===== config.mk =====
export PLATFORM = sky130hd
export DESIGN_NAME = sync_req_arbiter
export DESIGN_NICKNAME = d
export VERILOG_FILES = /design/src/rtl/sync_req_arbiter.sv
export SDC_FILE = /design/constraint.sdc
export NUM_CORES = 1
export LEC_CHECK = 0
export BUFFER_PORTS_ARGS = -buffer_cell sky130_fd_sc_hd__buf_2
export CAP_MARGIN = 20
export CORE_MARGIN = 2
export CORE_UTILIZATION = 56
export DETAILED_ROUTE_END_ITERATION = 10
export PLACE_DENSITY = 0.8
export SYNTH_ARGS = -nofsm -noshare
export SYNTH_HDL_FRONTEND = slang
export SYNTH_SLANG_ARGS = --single-unit

===== constraint.sdc =====
create_clock -name clk -period 2.7 [get_ports clk]
set_input_delay 0.405 -clock clk [delete_from_list [all_inputs] [get_ports clk]]
set_output_delay 0.405 -clock clk [all_outputs]
set_load 0.02 [all_outputs]

===== src/rtl/sync_req_arbiter.sv =====
// Purpose : synchronise NUM_REQ async request lines, capture rising edges, round-robin grant one shared resource.
// Latency : request edge sampled at k -> pending after k+2 -> earliest grant after k+3; grant held until res_done.
// Backpres: none upstream (edges are latched, repeat edges while pending flag overrun); resource releases via res_done.
//
// Ports:
//   clk, n_rst     - system clock, asynchronous active-low reset
//   async_req      - asynchronous request lines, one request per rising edge
//   res_done       - one-cycle completion pulse from the shared resource
//   clear_overrun  - one-cycle clear of all sticky overrun bits
//   grant          - registered one-hot grant
//   grant_valid    - registered, high while a grant is held
//   grant_id       - binary index of the granted channel, 0 when idle
//   pending        - captured requests not yet granted
//   overrun        - sticky: a request edge arrived while that channel was already pending
module sync_req_arbiter #(
    parameter int NUM_REQ = 4,
    parameter int IDW     = (NUM_REQ > 2) ? $clog2(NUM_REQ) : 1
) (
    input  logic               clk,
    input  logic               n_rst,
    input  logic [NUM_REQ-1:0] async_req,
    input  logic               res_done,
    input  logic               clear_overrun,
    output logic [NUM_REQ-1:0] grant,
    output logic               grant_valid,
    output logic [IDW-1:0]     grant_id,
    output logic [NUM_REQ-1:0] pending,
    output logic [NUM_REQ-1:0] overrun
);

    typedef enum logic {IDLE = 1'b0, GRANT = 1'b1} state_t;

    state_t             state;
    state_t             state_nxt;

    logic [NUM_REQ-1:0] sync1;
    logic [NUM_REQ-1:0] sync2;
    logic [NUM_REQ-1:0] hist;
    logic [NUM_REQ-1:0] rise;

    logic [IDW-1:0]     last_winner;
    logic [IDW-1:0]     cand;
    logic [IDW-1:0]     win_id;
    logic               found;

    logic [NUM_REQ-1:0] issue_vec;
    logic [NUM_REQ-1:0] grant_nxt;
    logic               grant_valid_nxt;
    logic [IDW-1:0]     grant_id_nxt;
    logic [IDW-1:0]     last_winner_nxt;

    // Two-flop synchroniser plus one history flop for edge detection.
    always_ff @(posedge clk or negedge n_rst) begin
        if (!n_rst) begin
            sync1 <= '0;
            sync2 <= '0;
            hist  <= '0;
        end else begin
            sync1 <= async_req;
            sync2 <= sync1;
            hist  <= sync2;
        end
    end

    assign rise = sync2 & ~hist;

    // Round-robin search: first pending channel at or after last_winner+1, wrapping.
    always_comb begin
        found  = 1'b0;
        win_id = '0;
        cand   = '0;
        for (int off = 1; off <= NUM_REQ; off++) begin
            cand = IDW'((int'(last_winner) + off) % NUM_REQ);
            if (!found && pending[cand]) begin
                found  = 1'b1;
                win_id = cand;
            end
        end
    end

    // FSM state register.
    always_ff @(posedge clk or negedge n_rst) begin
        if (!n_rst) begin
            state <= IDLE;
        end else begin
            state <= state_nxt;
        end
    end

    // FSM next-state logic.
    always_comb begin
        state_nxt = state;
        case (state)
            IDLE:    if (found)    state_nxt = GRANT;
            GRANT:   if (res_done) state_nxt = IDLE;
            default: state_nxt = IDLE;
        endcase
    end

    // FSM output logic: next values for the registered grant outputs.
    always_comb begin
        issue_vec       = '0;
        grant_nxt       = grant;
        grant_valid_nxt = grant_valid;
        grant_id_nxt    = grant_id;
        last_winner_nxt = last_winner;
        case (state)
            IDLE: begin
                if (found) begin
                    issue_vec[win_id] = 1'b1;
                    grant_nxt         = '0;
                    grant_nxt[win_id] = 1'b1;
                    grant_valid_nxt   = 1'b1;
                    grant_id_nxt      = win_id;
                    last_winner_nxt   = win_id;
                end
            end
            GRANT: begin
                if (res_done) begin
                    grant_nxt       = '0;
                    grant_valid_nxt = 1'b0;
                    grant_id_nxt    = '0;
                end
            end
            default: begin
                grant_nxt       = '0;
                grant_valid_nxt = 1'b0;
                grant_id_nxt    = '0;
            end
        endcase
    end

    // Reset pointer to the last channel so channel 0 wins the first arbitration.
    always_ff @(posedge clk or negedge n_rst) begin
        if (!n_rst) begin
            grant       <= '0;
            grant_valid <= 1'b0;
            grant_id    <= '0;
            last_winner <= IDW'(NUM_REQ - 1);
        end else begin
            grant       <= grant_nxt;
            grant_valid <= grant_valid_nxt;
            grant_id    <= grant_id_nxt;
            last_winner <= last_winner_nxt;
        end
    end

    // A rise coinciding with its own grant re-arms pending (served later);
    // a rise onto an uncleared pending bit is lost and flagged. Set beats clear.
    always_ff @(posedge clk or negedge n_rst) begin
        if (!n_rst) begin
            pending <= '0;
            overrun <= '0;
        end else begin
            pending <= (pending & ~issue_vec) | rise;
            overrun <= (clear_overrun ? '0 : overrun) | (rise & pending & ~issue_vec);
        end
    end

endmodule


==> flow_summary.ini, run 1 <==
[global_routing]
grt_usage = 0.2143
antenna_found_initial = 0
grt_max_degree = 31
grt_pass1_wl_um = 3760
overflow = 0
grt_pass1_vias = 824

[final_layout]
fillers = 151
area_growth_pct = 18.23
ff_latch_area_um2 = 753.2
multiInputGateArea_um2 = 427.9
antenna_cells = 0
drive_gt1_frac = 0.3333
nets = 136

[floorplan]
fp-row-count = 16
coreArea_um2 = 2002
die_h_um = 50.58
die_w_um = 50.58
boundaryPins = 23
initial_core_util = 0.6069
die-area_um2 = 2558

[synth]
yosys.area.top_type = dfrtp_1
syn_inst = 99
synth_most_common_cell = dfrtp_1
synth.area.top_cells = dfrtp_1 (58%), dfstp_2 (4.3%), o21ai_0 (2.5%)
yosysWarningCount = 0
syn_area_per_cell_um2 = 12.27
synth_cell_types = 33
yosys.area.top_type_share = 0.5767
synth_flop_cell = dfrtp_1
synthArstFlopShare = 1.000
synth.yosys.seq_area_share = 0.6200
synth_area_um2 = 1215
synth-edff-count = 0
synth_seq_cells = 30
synth_nets = 107
synth_commonest_cells = dfrtp_1 (28), inv_1 (8), nand2_1 (8)

[power_and_ir_drop]
p_leak_nw = 0.6954
powerDensity_nw_per_um2 = 1104
finalPower_mw = 1.586
peakVddDrop_mv = 0.6221

[worst_setup_path]
r2r-start = pending[3]
critPathCaptureType = flop
crit_buf_inv = 0
path_class = reg2reg
slowest_stage = nor4_2
critPathRequiredTime_ns = 2.92
worstPathArrival_ns = 2.03
worstPathCellList = nor4_2, or2_2, nor4b_2, nand3b_1
max_stage_delay_ns = 0.76
worstSetupStartpoint = pending[3]
worst-r2r-cell-count = 4
critPathMaxFanout = 10
cp_top_family = simple AND/OR/NAND/NOR gates
worstSetupStartpointType = flop
cp_num_cells = 4

[clock_network]
root_buffer = clkbuf_4
cts_resized = 0
postCtsSetupBuffers = 0
clk_latency_ns = 0.33
clock_path_buffers = 2
cts_hold_buf = 0
cts_made_buffers = 5
clkTransAtPathRegs_ns = 0.10
htree_levels = 2
cts_tree = done
cts_sinks = 30

[drt]
drtPass1Iterations = 3
wl_per_cell_um = 14.81
drc = 0
ant_nets = 0
vias = 852
drt-initial-drc-count = 9
wl_um = 2311
viasPerCell = 5.462

[status]
status = finished clean

[sta]
setup_viol = 0
fin_crit_ns = 1.814
hold_ws_ns = 0.08851
worst_clock_skew_ns = 0.009676
worstMarginPinSlew_ns = 0.8120
slew_violations = 0
slew_headroom = 0.4541
setup_tns_ns = 0
hold_viol_final = 0
post-route-period-util = 0.6720
rsz0062_at_grt = false
clock.fmax_ghz = 0.5511

[min_path]
min_path_type = in2async

[place]
gp_congestion = 0.8246
place.detailed.hpwl_um = 1571
numPortBuffers = 22

[run]
maxCapViolations = 0
[worst paths after layout]
check | end | slack [ns]
max | grant[0] | 0.89
max in group asynchronous | state | 2.20
min | grant[0] | 0.09
min in group clk | sync1[2] | 0.18
min reg2reg | sync2[2] | 0.35
max reg2reg | grant[0] | 0.89
[power by group]
| part | leakage [nW] | internal (mW) | total, mW | switching (mW) |
|---|---|---|---|---|
| Sequential | 0.354 | 0.570 | 0.688 | 0.119 |
| Combinational | 0.297 | 0.209 | 0.558 | 0.349 |
| Clock | 0.0450 | 0.191 | 0.340 | 0.148 |
| Total | 0.695 | 0.970 | 1.59 | 0.616 |
[per-layer routing]
layer	vias to the layer above	wire length [µm]	GRT usage
met5	-	0	0
met4	0	40	0.1216
met3	8	104	0.1042
met2	16	1173	0.3224
met1	419	993	0.2490
li1	409	-	-
[layout make-up]
type | instances | share of cell area
tap | 27 | 0.02352
clock inverter | 3 | 0.02787
inverter | 9 | 0.02352
multi-input combinational | 60 | 0.2979
clock buffer | 5 | 0.02613
timing repair buffer | 22 | 0.07666
sequential | 30 | 0.5244
[sequential cells by signal, summed over array words and instances, names as in the netlist]
name,cells
grant,4
last_winner,2
grant_valid,1
overrun,4
state,1
sync1,4
hist,4
grant_id,2
sync2,4
pending,4
[worst register-to-register path, stage by stage (launching register included)]
cell and delay (ns):
dfrtp_1 0.45, nor4_2 0.76, or2_2 0.27, nor4b_2 0.06
nand3b_1 0.17
[kinds of logic after synthesis]
logic type,synth area share
and+or+nand+nor,0.1586
DFF,0.6200
buffers and inverters,0.02780
AOI/OAI and AO/OA,0.1771
muxes,0.01648
[placed cells by master, fill, tap and decap left out, types with 2 or more instances in the layout]
master,instances
a21oi_1,5
and3_1,2
buf_2,22
clkbuf_4,5
clkinv_2,2
dfrtp_1,28
dfstp_2,2
inv_1,8
mux2i_1,2
nand2_1,8
nand2b_1,3
nand3_1,3
nand3b_1,3
nor2_1,4
nor2b_1,3
o21ai_0,6
o22ai_1,2
or2_2,2
[metrics by stage]
stage | worst slack (ns) | instance area [µm²] | util | instances
final | 0.8856 | 1436 | 0.7175 | 156
after global routing | 0.7692 | 1436 | 0.7175 | 156
after CTS | 0.9093 | 1436 | 0.7175 | 156
after detailed placement | 0.9129 | 1359 | 0.6788 | 148
after global placement | 0.9408 | 1359 | 0.6788 | 148
after floorplan | 1.070 | 1215 | - | 99
Power figures use the tool's default switching activity.
==> run 2: changes to the inputs <==
- CORE_UTILIZATION: 56 -> 53
- PLACE_DENSITY: 0.8 -> 0.77
- clock period: 2.7 -> 1.7 ns (I/O delays scaled with it)
==> run 2 against run 1 <==
Compared with the run above: wire length grew 0.17%; critical path type unchanged; total power grew 59%; die area grew 5.2%; largest cell class unchanged; largest power group unchanged; first-iteration DRC count shrank 22%.
==> flow_summary.ini, run 2 (synthesis results as in run 1) <==
[final_layout]
final_cell_mix = dfrtp_1 (28), buf_2 (22), inv_1 (8), nand2_1 (8)
final_common_cell = dfrtp_1
ff_latch_area_um2 = 753.2
postLayoutCoreUtil = 0.6842
area_growth_pct = 23.38
fillers = 177
multiInputGateArea_um2 = 451.7
stdcell_count = 164
drive_gt1_frac = 0.3750
finalInstanceArea_um2 = 1499
nets = 143
antenna_cells = 0

[worst_setup_path]
worstSetupStartpointType = flop
worstPathArrival_ns = 1.90
path_class = reg2reg
critPathRequiredTime_ns = 1.94
critPathCaptureType = flop
critPathMaxFanout = 7

[place]
gp_congestion = 0.8557
numPortBuffers = 22
place.detailed.hpwl_um = 1626
dpl.cell_count = 152
placed_area_um2 = 1383
dp_slack_ns = 0.007869

[sta]
slew_violations = 0
slew_headroom = 0.5839
fin_crit_ns = 1.664
worst_slack_ns = 0.03608
worst_clock_skew_ns = 0.006235
post-route-period-util = 0.9788
clock.fmax_ghz = 0.6010
setup_viol = 0
worstMarginPinSlew_ns = 0.6241
rsz0062_at_grt = true
hold_viol_final = 0

[clock_network]
htree_levels = 2
clock_path_buffers = 2
clkTransAtPathRegs_ns = 0.09
clk_latency_ns = 0.32
cts_made_buffers = 5
cts_tree = done
root_buffer = clkbuf_4
cts_sinks = 30

[drt]
drc = 0
viasPerCell = 5.421
vias = 889
wl_per_cell_um = 14.12
drtPass1Iterations = 4
ant_nets = 0
drt-initial-drc-count = 7
wl_um = 2315

[power_and_ir_drop]
peakVddDrop_mv = 1.090
powerDensity_nw_per_um2 = 1680
p_leak_nw = 0.7261

[global_routing]
antenna_found_initial = 0
grt_usage = 0.2045
overflow = 0
grt_pass1_wl_um = 3781
grt_pass1_vias = 852
grt_max_degree = 31

[floorplan]
die_w_um = 51.88
die_h_um = 51.88
boundaryPins = 23
fp-row-count = 17
initial_core_util = 0.5545
die-area_um2 = 2691
coreArea_um2 = 2191

[min_path]
min_path_type = in2reg

[status]
status = finished clean

[run]
maxCapViolations = 0
## run 2: routing by layer
| metal | global-route usage | vias to the layer above | share of wire |
|---|---|---|---|
| met4 | 0.1140 | 0 | 0.016 |
| met2 | 0.3270 | 20 | 0.50 |
| met5 | 0 | - | 0 |
| met3 | 0.08046 | 4 | 0.048 |
| li1 | - | 423 | - |
| met1 | 0.2324 | 442 | 0.44 |
## run 2: per-stage QoR
stage	hold WS (ns)	total power, mW	TNS, ns
global placement	0.3057	1.953	0
CTS	0.01421	2.449	0
floorplan	-0.04059	1.685	0
global route	0.01468	2.677	-0.1070
detailed placement	0.3074	1.995	0
finish	0.03155	2.518	0
## run 2: repair_timing
action                                  CTS  global route
hold buffers                              1             0
cloned                                    0             0
pin swaps                                 0             6
gates resized for setup                   1             3
buffers inserted                          0             3
endpoints found under the hold margin    28             0
endpoints found under the setup margin    2             4
## run 2: final timing paths
check | startpoint | to | slack [ns] | depth (start not counted)
min in group asynchronous | n_rst | state | 0.48 | 2
worst min-delay path | async_req[0] | sync1[0] | 0.03 | 1
worst max-delay path | last_winner[1] | overrun[3] | 0.04 | 5
max in group asynchronous | n_rst | pending[0] | 0.81 | 2
worst min register to register | sync1[3] | sync2[3] | 0.36 | 0
worst max register to register | last_winner[1] | overrun[3] | 0.04 | 5
## run 2: worst max-delay path, stage by stage (launching register included)
cell and delay [ns]:
dfstp_2 0.62, nor2b_1 0.06, buf_4 0.15, o311ai_4 0.33, o21ba_2 0.23, o32ai_2 0.18
## run 2: final cells by class
class / instances / area share
Inverter: 9 / 0.02254
Tap cell: 28 / 0.02337
Clock inverter: 1 / 0.003339
Clock buffer: 7 / 0.03673
Sequential cell: 30 / 0.5025
Timing Repair Buffer: 29 / 0.1102
Multi-Input combinational cell: 60 / 0.3013
## run 2: power by group
| group | internal (mW) | leakage, nW | switching (mW) |
|---|---|---|---|
| logic | 0.420 | 0.337 | 0.573 |
| clock network | 0.200 | 0.0353 | 0.224 |
| registers | 0.904 | 0.354 | 0.196 |
==> run 3: changes to the inputs <==
- CORE_MARGIN: 2 -> 4
==> run 3 against run 2 <==
Compared with the run above: non-clock buffer count fell by 1; clock skew rose by 0.0081 ns; worst setup slack got worse by 0.028 ns; wire length rose by 5.9%; first-iteration DRC count rose by 140%; sequential cell count did not move; critical path depth fell by 1; via count fell by 0.11%; final area rose by 3.2%; core utilization rose by 2.2 points; sequential share of layout area fell by 1.5 points; clock power rose by 75%.
==> flow_summary.ini, run 3 (synthesis results as in run 1) <==
[final_layout]
final_cell_mix = dfrtp_1 (28), buf_2 (22), inv_1 (8), nand2_1 (8), o21ai_0 (6)
final_common_cell = dfrtp_1
drive_gt1_frac = 0.3852
antenna_cells = 0
area_growth_pct = 27.29
nets = 142

[clock_network]
clock_path_buffers = 2
root_buffer = clkbuf_4
htree_levels = 2
cts_tree = done
clkTransAtPathRegs_ns = 0.09
cts_made_buffers = 5
clk_latency_ns = 0.33
cts_sinks = 30

[floorplan]
die_h_um = 55.88
boundaryPins = 23
initial_core_util = 0.5545
die-area_um2 = 3122
coreArea_um2 = 2191
fp-row-count = 17
die_w_um = 55.88

[sta]
slew_violations = 0
worstMarginPinSlew_ns = 0.6289
slew_headroom = 0.5808
clock.fmax_ghz = 0.5912
worst_clock_skew_ns = 0.01433
setup_tns_ns = 0
fin_crit_ns = 1.692
post-route-period-util = 0.9950
hold_viol_final = 0
worst_slack_ns = 0.008450
rsz0062_at_grt = true
setup_viol = 0

[drt]
vias = 888
drc = 0
wl_per_cell_um = 15.04
viasPerCell = 5.448
wl_um = 2451
ant_nets = 0
drt-initial-drc-count = 17
drtPass1Iterations = 4

[global_routing]
grt_max_degree = 31
grt_pass1_vias = 897
antenna_found_initial = 0
grt_pass1_wl_um = 3974
grt_usage = 0.1693
overflow = 0

[worst_setup_path]
path_class = reg2reg
critPathRequiredTime_ns = 1.93
slowest_stage = dfstp_2
worstPathArrival_ns = 1.92
critPathCaptureType = flop
max_stage_delay_ns = 0.63
critPathMaxFanout = 7
cp_top_family = compound AO/OA/AOI/OAI gates
crit_buf_inv = 0
worstPathCellList = mux2i_1, o21ai_2, o211ai_2, a41o_1
worstSetupStartpointType = flop

[min_path]
min_path_type = in2reg

[power_and_ir_drop]
p_leak_nw = 0.7448
peakVddDrop_mv = 1.326
powerDensity_nw_per_um2 = 1827

[status]
status = finished clean

[place]
place.detailed.hpwl_um = 1604
gp_congestion = 0.8330
numPortBuffers = 22
dp_slack_ns = -0.004363

[run]
maxCapViolations = 0
[run 3: per-layer routing]
layer	global-route usage	vias to the layer above	wire length, µm
li1	-	424	-
met1	0.1933	438	1034
met2	0.2736	20	1228
met3	0.07193	6	120
met4	0.08136	0	68
met5	0	-	0
[run 3: cell type report]
cell class / count / area (µm²)
timing repair buffer: 28 / 157.7
clock buffer: 6 / 51.30
inverter: 9 / 33.78
tap: 28 / 35.03
sequential: 30 / 753.2
clock inverter: 2 / 60.06
multi-input combinational: 60 / 455.4
fill: 148 / 644.4
[run 3: worst paths after layout]
path,startpoint,endpoint,slack (ns),cells past startpoint
setup / recovery,last_winner[1],overrun[1],0.008,4
hold / removal,async_req[2],sync1[2],0.02,1
setup reg to reg,last_winner[1],overrun[1],0.008,4
hold reg to reg,sync1[1],sync2[1],0.36,0
max in group asynchronous,n_rst,hist[1],0.81,2
min in group asynchronous,n_rst,overrun[3],0.47,2
[run 3: timing repair]
action | 4_1_cts | 5_1_grt
hold buffers | 1 | 0
endpoints found under the hold margin | 28 | 0
pin swaps | 1 | 5
setup buffers | 0 | 3
gates resized for setup | 0 | 6
endpoints found under the setup margin | 1 | 6
[run 3: power breakdown]
| part | total [mW] | internal (mW) | switching (mW) | leakage (nW) |
|---|---|---|---|---|
| Clock | 0.742 | 0.498 | 0.244 | 0.0585 |
| Sequential | 1.10 | 0.904 | 0.195 | 0.354 |
| Combinational | 0.983 | 0.403 | 0.580 | 0.333 |
| Total | 2.82 | 1.81 | 1.02 | 0.745 |
[run 3: metrics by stage]
stage	power (mW)	utilization	cell area [µm²]	hold slack, ns	cells
after floorplan	1.685	-	1215	-0.04059	99
final	2.825	0.7059	1546	0.02404	163
after CTS	2.738	0.6865	1504	0.006645	161
after detailed placement	1.987	0.6311	1383	0.3103	152
after global routing	2.979	0.7059	1546	-0.002431	163
after global placement	1.960	0.6311	1383	0.3082	152
